## src/rtl/keccak_gather.sv

```systemverilog
// Gathers sixteen 32-bit custom-instruction writes into one 512-bit block and
// offers the block to keccak_ctrl over a valid/ready handshake.
module keccak_gather #(
  parameter int WORD_W    = 32,
  parameter int NUM_WORDS = 16
) (
  input  logic                        clk,
  input  logic                        rst,
  input  logic                        en,
  input  logic                        wr_en,
  input  logic [5:0]                  num,
  input  logic [WORD_W-1:0]           in32,
  input  logic                        flush,
  input  logic                        clr,
  output logic [WORD_W*NUM_WORDS-1:0] out512,
  output logic                        out_valid,
  input  logic                        out_ready,
  output logic [NUM_WORDS-1:0]        word_mask,
  output logic                        busy,
  output logic                        ovf_err
);

  typedef enum logic {FILL = 1'b0, HOLD = 1'b1} state_t;

  state_t                        state_q, state_d;
  logic [WORD_W*NUM_WORDS-1:0]   data_q, data_d;
  logic [NUM_WORDS-1:0]          mask_q, mask_d;
  logic [3:0]                    ptr_q, ptr_d;
  logic                          ovf_q, ovf_d;
  logic [3:0]                    idx;
  logic                          wr_fire;

  assign wr_fire = en & wr_en;
  assign idx     = num[5] ? ptr_q : num[3:0];

  always_comb begin
    state_d = state_q;
    data_d  = data_q;
    mask_d  = mask_q;
    ptr_d   = ptr_q;
    ovf_d   = ovf_q;
    if (clr) begin
      state_d = FILL;
      data_d  = '0;
      mask_d  = '0;
      ptr_d   = '0;
      ovf_d   = 1'b0;
    end else if (state_q == FILL) begin
      if (wr_fire) begin
        for (int k = 0; k < NUM_WORDS; k++) begin
          if (idx == 4'(k)) begin
            data_d[k*WORD_W +: WORD_W] = in32;
            mask_d[k]                  = 1'b1;
          end
        end
        if (num[5]) ptr_d = ptr_q + 4'd1;
      end
      // Block closes on the post-write mask so a same-cycle write+flush is kept.
      if ((&mask_d) || (en && flush && (|mask_d))) state_d = HOLD;
    end else begin
      if (en && (wr_en || flush)) ovf_d = 1'b1;
      if (out_ready) begin
        state_d = FILL;
        data_d  = '0;
        mask_d  = '0;
        ptr_d   = '0;
      end
    end
  end

  always_ff @(posedge clk) begin
    if (rst) begin
      state_q <= FILL;
      data_q  <= '0;
      mask_q  <= '0;
      ptr_q   <= '0;
      ovf_q   <= 1'b0;
    end else begin
      state_q <= state_d;
      data_q  <= data_d;
      mask_q  <= mask_d;
      ptr_q   <= ptr_d;
      ovf_q   <= ovf_d;
    end
  end

  assign out512    = data_q;
  assign word_mask = mask_q;
  assign out_valid = (state_q == HOLD);
  assign busy      = (state_q == HOLD);
  assign ovf_err   = ovf_q;

endmodule

```

## config.mk

```make
export PLATFORM = sky130hd
export DESIGN_NAME = keccak_gather
export DESIGN_NICKNAME = d
export VERILOG_FILES = /design/src/rtl/keccak_gather.sv
export SDC_FILE = /design/constraint.sdc
export NUM_CORES = 1
export LEC_CHECK = 0
export ABC_CLOCK_PERIOD_IN_PS = 2000
export CORE_MARGIN = 8
export CORE_UTILIZATION = 30
export CTS_BUF_LIST = sky130_fd_sc_hd__clkbuf_4 sky130_fd_sc_hd__clkbuf_8 sky130_fd_sc_hd__clkbuf_16
export DETAILED_ROUTE_END_ITERATION = 6
export GPL_ROUTABILITY_DRIVEN = 0
export HOLD_SLACK_MARGIN = 0.12
export MAX_ROUTING_LAYER = met4
export PLACE_DENSITY = 0.57
export REMOVE_ABC_BUFFERS = 1
export SYNTH_ARGS = -nofsm -noshare
export SYNTH_HDL_FRONTEND = slang
export SYNTH_SLANG_ARGS = --single-unit
```

## constraint.sdc

```tcl
create_clock -name clk -period 2 [get_ports clk]
set_input_delay 0.4 -clock clk [delete_from_list [all_inputs] [get_ports clk]]
set_output_delay 0.4 -clock clk [all_outputs]
set_load 0.01 [all_outputs]
```

# Yosys cells after proc, flatten, opt, wreduce, memory -nomap -nowiden
# Index checks and enable logic that the tools add are counted.
dict set report totals {
  memories 0
  romBits 0
  output_inout_bits 531
  ramBits 0
  regBits 534
  latch_bits 0
}
dict set report classes {
  add_sub_neg 1
  n_eq_ne 16
  n_mul 0
  order_cmp 0
  shifts 0
  n_mux 48
  bitwise 1
  div 0
  n_reduce_logical 45
}
# cell n
set op_table {}
lappend op_table {{$mux W512} 3}
lappend op_table {{$mux W32} 16}
lappend op_table {{$mux W16} 5}
lappend op_table {{$reduce_and A3 Y1} 17}
lappend op_table {{$reduce_bool A2 Y1} 18}
lappend op_table {{$eq A4 B4 Y1 const B} 8}
lappend op_table {{$mux W4} 5}
lappend op_table {{$mux W1} 19}
lappend op_table {{$eq A4 B3 Y1 const B} 4}
lappend op_table {{$reduce_and A16 Y1} 1}
lappend op_table {{$reduce_or A16 Y1} 1}
lappend op_table {{$eq A4 B2 Y1 const B} 2}
lappend op_table {{$add A4 B1 Y4 const B} 1}
lappend op_table {{$eq A4 B1 Y1 const B} 1}
lappend op_table {{$logic_not A4 Y1} 1}
lappend op_table {{$logic_and A1 B1 Y1} 3}
lappend op_table {{$logic_or A1 B1 Y1} 2}
lappend op_table {{$ne A2 B2 Y1 const B} 1}
lappend op_table {{$reduce_and A2 Y1} 1}
lappend op_table {{$reduce_or A2 Y1} 1}
lappend op_table {{$and A1 B1 Y1} 1}

# Logic depth before layout (Yosys ltp)
# Gate-level depths: netlist (run 1).
dict set report depth {
  depth_word 11
  mapped_depth 9
  depth_no_buf 7
}

# Worst setup path before layout (run 1)
# OpenSTA, ideal clock, no wires.
dict set report synth_timing {
  path_type {input-to-reg}
  start {in num[5]}
  end {reg data_q[156] (netlist: out512[156])}
  path_stages 8
  setup_time_ns 0.070
  n_path_buf 3
  arrival_ns 1.944
  path_slack_ns -0.015
  cell_sequence {buf_6 mux2_4 or3_1 buf_6 nor3_4 buf_6 nand2_1 a21oi_1}
}
dict set report synth_via {
  elab_chain_cells 4
}
# element line
set synth_lines {}
lappend synth_lines {{start: declaration} 11} ;# input logic [5:0] num,
lappend synth_lines {{$mux W4} 34} ;# assign idx = num[5] ? ptr_q : num[3:0];
lappend synth_lines {{$eq A4 B3 Y1} 51} ;# if (idx == 4'(k)) begin
lappend synth_lines {{$reduce_bool A2 Y1 (no line)} -}
lappend synth_lines {{$reduce_and A3 Y1 (no line)} -}
lappend synth_lines {{end signal: assignment} 80} ;# data_q <= data_d;
lappend synth_lines {{end: declaration} 26} ;# logic [WORD_W*NUM_WORDS-1:0] data_q, data_d;
# Every way passes these cells.
# A chain may end at the register's enable or synchronous reset.

# Final worst setup path (run 1)
dict set report layout_timing {
  start {reg data_q[75] (netlist: out512[75])}
  end {out out512[75]}
}
# element line
set layout_rtl {}
lappend layout_rtl {{end: declaration} 15} ;# output logic [WORD_W*NUM_WORDS-1:0] out512,
# No word-level cell between the ends.

==> impl_metrics.env, run 1 <==
export IMPL_drv_cap=0
export IMPL_grt_util_all_layers_pct=24.1
export IMPL_pwr_share_comb_pct=5.7
export IMPL_via_count=20800
export IMPL_slowest_delay_ns=0.61
export IMPL_io_buffers=574
export IMPL_synth_compound_area_share_pct=13.7
export IMPL_power_frac_clock_pct=47.5
export IMPL_synthesis_area_sq_mm=0.0202
export IMPL_yosys_warnings=0
export IMPL_grt_antenna_before_repair=4
export IMPL_yosysTopAreaCell="dfxtp_1"
export IMPL_clk_latency_ns=0.61
export IMPL_yosys_area_share_simple_pct=25.7
export IMPL_critical_path_required_ns=1.60
export IMPL_first_global_vias=19500
export IMPL_grt_max_degree=95
export IMPL_status="completed"
export IMPL_async_flop_share_pct=0
export IMPL_drt_initial_drc_count=1872
export IMPL_post_drt_wl_per_cell_microns=24.6
export IMPL_post_route_min_period_ns=1.96
export IMPL_cts_sinks=534
export IMPL_core_sq_mm=0.0669
export IMPL_cts_path_max_buffers=3
export IMPL_dp_hpwl_mm=62.5
export IMPL_synthToLayoutAreaGrowth_pct=48.9
export IMPL_cts_root_buf="clkbuf_16"
export IMPL_p_sw_uw=5410
export IMPL_r2r_start="ptr_q[1]"
export IMPL_grt_ovfl_total=0
export IMPL_yosys_register_bits=534
export IMPL_slew_violations=0
export IMPL_r2r_cells=8
export IMPL_numCtsBuffers=57
export IMPL_cts_hold_buf=0
export IMPL_p_int_uw=17500
export IMPL_cp_endpoint="out512[75]"
export IMPL_fp_dieH_microns=276
export IMPL_whs_ns=0.236
export IMPL_synth_top_area_share_pct=52.9
export IMPL_ir_worst_vdd_v=0.000601
export IMPL_crit_path_end_kind="output port"
export IMPL_cp_arrival_ns=1.56
export IMPL_r2r_slack_ns=0.05
export IMPL_drive_gt1_share_pct=10.4
export IMPL_hold_path_depth=3
export IMPL_syn_inst=2523
export IMPL_synth_cell_types=37
export IMPL_crit_path_start="out512[75]"
export IMPL_slowest_stage="clkdlybuf4s50_1"
export IMPL_power_total_uw=22900
export IMPL_yosysMostFrequentCell="dfxtp_1"
export IMPL_leakagePower_uw=0.0102
export IMPL_swShare_pct=23.7
export IMPL_worst_path_buf_inv=1
export IMPL_path_cells="clkdlybuf4s50_1"
export IMPL_r2r_end="out512[444]"
export IMPL_skew_ns=0.0249
export IMPL_syn_area_per_cell_sq_um=8.01
export IMPL_synth_edf_count=0
export IMPL_fmax_ghz=0.510
export IMPL_synth_top_family_by_area="simple AND/OR/NAND/NOR gates"
export IMPL_synthFlopType="dfxtp_1"
export IMPL_vias_per_cell=5.26
export IMPL_nNetsFinal=3080
export IMPL_clk_pin_slew_worst_paths_ns=0.06
export IMPL_dieWidth_microns=276
export IMPL_cts_tree="yes"
export IMPL_start_util_pct=30.2
export IMPL_seqPwrFrac_pct=46.7
export IMPL_max_slew_worst_pin_slew_ns=0.848
export IMPL_routed_wl_mm=97.3
export IMPL_cellPowerDensity_mw_per_mm2=760
export IMPL_synthAdderAreaFrac_pct=0.0619
export IMPL_critPathMaxFanout=2
export IMPL_relSlewSlack_pct=43.4
export IMPL_rsz0062_at_grt="yes"
export IMPL_row_count=95
export IMPL_route_detailed_drc=0
export IMPL_fin_crit_sh_pct=98.0
export IMPL_dr_pass1_iters=6
export IMPL_synth_xor_area_share_pct=0.173
export IMPL_path_depth=1
export IMPL_setup_viol=0
export IMPL_critPathLaunchType="flop"
export IMPL_yosys_top_cells_count="dfxtp_1 (534), nand2_1 (533), a21oi_1 (521)"
export IMPL_cp_top_family="buffers and inverters"
export IMPL_finalHoldViolCount=0
export IMPL_path_class="flop to output port"
export IMPL_pin_count=576
export IMPL_synth_yosys_seq_area_share_pct=52.9
export IMPL_yosys_top_cells_area="dfxtp_1 (53%), a21oi_1 (13%), nand3_1 (13%)"
export IMPL_hp_class="input pin to flop"
export IMPL_h_tree_depth=2
export IMPL_synth_mux_area_share_pct=0.353
export IMPL_final_antenna_net_count=0
export IMPL_die_area_sq_mm=0.0759
export IMPL_grt_pass1_wl_mm=133
[cell type report]
class | instances | area (sq um)
Clock inverter | 20 | 170
Antenna cell | 3 | 7.51
Timing Repair Buffer | 740 | 8170
Inverter | 5 | 18.8
Multi-Input combinational cell | 1696 | 8170
Fill cell | 6425 | 36800
Tap cell | 873 | 1090
Sequential cell | 534 | 10700
Clock buffer | 86 | 1770
[registers in the layout, indices dropped and copies added, names as in the netlist]
name       count
word_mask     16
ptr_q          4
ovf_err        1
out512       512
busy           1
[power by group through the flow]
| stage | Sequential, uW | Clock, uW | Combinational [uW] |
|---|---|---|---|
| 6_report | 10700 | 10900 | 1310 |
| 5_1_grt | 10700 | 11500 | 1360 |
| 4_1_cts | 10700 | 11000 | 1280 |
| 3_5_place_dp | 10900 | 0 | 1280 |
| 3_3_place_gp | 10900 | 0 | 1270 |
| 2_1_floorplan | 10900 | 0 | 315 |
[placed cells by master, fill, tap and decap left out, types with 4 or more instances in the layout]
master,count
clkbuf_4,12
buf_4,73
buf_6,4
inv_1,5
buf_12,79
dfxtp_1,531
o21ai_0,6
clkdlybuf4s50_1,507
clkbuf_8,15
nor4_1,5
dlygate4sd2_1,30
buf_2,6
clkinv_2,12
nor3_4,16
nor2_1,51
a21oi_1,515
nand2_1,530
dlymetal6s2s_1,31
nand3_1,519
a21oi_2,6
clkbuf_16,68
[worst min path at each step]
stage | slack, ns | startpoint | to
after floorplan | 0.47 | ovf_err | ovf_err
after global routing | 0.22 | in32[9] | out512[297]
final | 0.24 | in32[0] | out512[96]
after CTS | 0.20 | in32[9] | out512[297]
after global placement | 0.44 | ovf_err | ovf_err
after detailed placement | 0.44 | ovf_err | ovf_err
[per-layer routing]
layer / track usage [%] / vias up / wire length (microns)
li1: - / 9545 / -
met1: 29.5 / 10100 / 39200
met2: 38.1 / 986 / 45700
met3: 5.54 / 198 / 8210
met4: 9.87 / 0 / 4180
met5: - / - / 0
[cells by family (layout without fill, tap and decap cells)]
family	count (synthesis)	after routing
xor gates and xnor gates	4	4
other	0	3
DFF	534	534
adders and majority gates	1	1
AOI/OAI and AO/OA	542	542
muxes	6	6
buffers and inverters	293	851
and+or+nand+nor	1143	1143
[what timing repair did]
action                     in CTS  in global routing
setup buffers                   1                 11
setup endpoints to repair     111                277
gates cloned                    0                 10
gates resized for setup        34                 52
pin swaps                       0                 11
hold endpoints to repair        0                  0
[through the flow]
stage | setup slack (ns) | TNS, ns | area (sq um) | instances | utilization, %
global route | -0.0186 | -0.146 | 30100 | 3956 | 45.0
floorplan | -10.83 | -4810.26 | 18800 | 2235 | -
detailed placement | -0.715 | -320.23 | 27700 | 3826 | 41.3
CTS | 0.000938 | 0 | 29600 | 3933 | 44.2
global placement | -0.662 | -298.79 | 27700 | 3826 | 41.3
finish | 0.0409 | 0 | 30100 | 3957 | 45.0
(Power assumes the default switching activity.)
==> run 2, diff against run 1 <==
--- a/config.mk
+++ b/config.mk
@@ -6,15 +6,16 @@
 export NUM_CORES = 1
 export LEC_CHECK = 0
 export ABC_CLOCK_PERIOD_IN_PS = 2000
-export CORE_MARGIN = 8
 export CORE_UTILIZATION = 30
 export CTS_BUF_LIST = sky130_fd_sc_hd__clkbuf_4 sky130_fd_sc_hd__clkbuf_8 sky130_fd_sc_hd__clkbuf_16
 export DETAILED_ROUTE_END_ITERATION = 6
 export GPL_ROUTABILITY_DRIVEN = 0
+export GPL_TIMING_DRIVEN = 0
 export HOLD_SLACK_MARGIN = 0.12
 export MAX_ROUTING_LAYER = met4
 export PLACE_DENSITY = 0.57
 export REMOVE_ABC_BUFFERS = 1
+export SETUP_SLACK_MARGIN = 0.15
 export SYNTH_ARGS = -nofsm -noshare
 export SYNTH_HDL_FRONTEND = slang
 export SYNTH_SLANG_ARGS = --single-unit
==> run 2 against run 1 <==
Against the previous run:
- the flow now finishes with violations (capacitance limit, slew limit, setup timing)
- sequential power hardly changed
- power increased by 3.6%
- utilization rose by 6.4 points
- clock skew up 0.0071 ns
- largest cell class is now multi-input gates
- largest power group unchanged
==> impl_metrics.env, run 2 (synthesis results as in run 1) <==
export IMPL_r2r_slack_ns=-0.13
export IMPL_synthToLayoutAreaGrowth_pct=68.3
export IMPL_cts_path_max_buffers=3
export IMPL_cts_tree="yes"
export IMPL_start_util_pct=30.5
export IMPL_path_cells="mux2_4, or3_4, buf_8, nor3_4, buf_12, buf_12, buf_12, nand2_1, a21oi_1"
export IMPL_slew_violations=153
export IMPL_preCtsSetupSlack_ns=-2.32
export IMPL_cts_sinks=534
export IMPL_whs_ns=0.359
export IMPL_final_antenna_net_count=0
export IMPL_dp_hpwl_mm=57.4
export IMPL_whs_endpoint="ovf_err"
export IMPL_grt_util_all_layers_pct=28.7
export IMPL_r2r_end="out512[276]"
export IMPL_post_drt_wl_per_cell_microns=26.3
export IMPL_drive_gt1_share_pct=28.1
export IMPL_post_route_min_period_ns=2.13
export IMPL_grt_ovfl_total=0
export IMPL_cts_root_buf="clkbuf_16"
export IMPL_routed_wl_mm=105
export IMPL_path_class="flop to flop"
export IMPL_nNetsFinal=3125
export IMPL_skew_ns=0.0320
export IMPL_leakagePower_uw=0.0117
export IMPL_violations="capacitance limit, slew limit, setup timing"
export IMPL_die_area_sq_mm=0.0684
export IMPL_numCtsBuffers=59
export IMPL_finalHoldViolCount=0
export IMPL_r2r_cells=9
export IMPL_dr_pass1_iters=5
export IMPL_first_global_vias=19600
export IMPL_via_count=21900
export IMPL_clk_latency_ns=0.63
export IMPL_setup_viol=186
export IMPL_slowest_stage="or3_4"
export IMPL_dieWidth_microns=262
export IMPL_hold_path_depth=3
export IMPL_final_common_cell="dfxtp_1"
export IMPL_critical_path_required_ns=2.55
export IMPL_status="complete, but fails checks"
export IMPL_vias_per_cell=5.49
export IMPL_crit_path_end_kind="flop"
export IMPL_fmax_ghz=0.469
export IMPL_grt_pass1_wl_mm=139
export IMPL_cts_hold_buf=0
export IMPL_r2r_start="ptr_q[0]"
export IMPL_fin_crit_sh_pct=107
export IMPL_fin_ws_ns=-0.134
export IMPL_fp_dieH_microns=262
export IMPL_drt_initial_drc_count=1999
export IMPL_ir_worst_vdd_v=0.000765
export IMPL_hp_class="input pin to flop"
export IMPL_relSlewSlack_pct=-5.07
export IMPL_io_buffers=574
export IMPL_final_cell_mix="dfxtp_1 (529), clkdlybuf4s50_1 (517), nand3_1 (515), nand2_1 (299), a21oi_2 (262)"
export IMPL_h_tree_depth=2
export IMPL_critPathLaunchType="flop"
export IMPL_route_detailed_drc=0
export IMPL_cellPowerDensity_mw_per_mm2=696
export IMPL_grt_max_degree=90
export IMPL_drv_cap=9
export IMPL_critPathMaxFanout=6
export IMPL_row_count=94
export IMPL_path_common_cell="buf_12"
export IMPL_core_sq_mm=0.0662
export IMPL_rsz0062_at_grt="yes"
export IMPL_max_slew_worst_pin_slew_ns=1.57
export IMPL_fillers=5996
export IMPL_pin_count=576
export IMPL_clk_pin_slew_worst_paths_ns=0.06
export IMPL_cp_arrival_ns=2.68
export IMPL_min_from="wr_en"
export IMPL_grt_antenna_before_repair=5
export IMPL_slowest_delay_ns=0.44
export IMPL_largest_reg_flops=512
-- run 2: per-layer routing --
layer | routed length [microns] | vias to the layer above | global-route usage (%)
met4 | 5050 | 0 | 12.0
met5 | 0 | - | -
met3 | 8720 | 265 | 7.23
met1 | 41900 | 10900 | 34.5
li1 | - | 9708 | -
met2 | 49100 | 1059 | 45.4
-- run 2: area by class of cell --
type / count / area (sq um) / share of cell area [%]
diodes: 4 / 10.0 / 0.0294
clock buffers: 87 / 1780 / 5.23
clock inverters: 16 / 220 / 0.647
inverters: 5 / 18.8 / 0.0552
multi-input cells: 1705 / 10800 / 31.8
flip-flops and latches: 534 / 10700 / 31.5
well taps: 864 / 1080 / 3.18
repair buffers: 774 / 9370 / 27.5
-- run 2: what timing repair did --
action                                  4_1_cts  5_1_grt
setup buffers                               103       17
endpoints found under the setup margin     1064     1031
pin swaps                                   226      315
gates resized for setup                     349      489
gates cloned                                 34       20
-- run 2: worst max-delay path by stage --
stage / from / end / depth (start not counted) / slack (ns)
after floorplan: busy / busy / 3 / -10.83
after global placement: busy / busy / 3 / -18.47
after detailed placement: num[5] / out512[343] / 7 / -2.32
after CTS: ptr_q[0] / out512[201] / 8 / -0.09
after global routing: ptr_q[1] / out512[296] / 10 / -0.17
final: ptr_q[0] / out512[276] / 9 / -0.13
-- run 2: stage by stage --
stage	cells	power [uW]	utilization [%]	TNS [ns]	area (sq um)
global placement	3673	11900	38.7	-7990.59	25600
detailed placement	3706	12000	39.9	-1018.84	26400
CTS	3946	23600	47.6	-3.32	31500
finish	3989	23700	51.4	-9.56	34000
global route	3989	24300	51.4	-19.79	34000
floorplan	2235	11200	-	-4810.26	18800
-- run 2: power by group --
group,internal (uW),leakage [uW],total [uW],switching [uW]
Clock,6760,0.000998,11400,4600
Sequential,10700,0.00430,10700,18.2
Combinational,472,0.00639,1640,1170
-- run 2: worst max-delay path: cells and delay by family (launching register included) --
family / cells / cell delay (ns)
compound gates: 1 / 0.18
flops: 1 / 0.36
mux: 1 / 0.29
simple gates: 3 / 0.67
buf+inv: 4 / 0.57
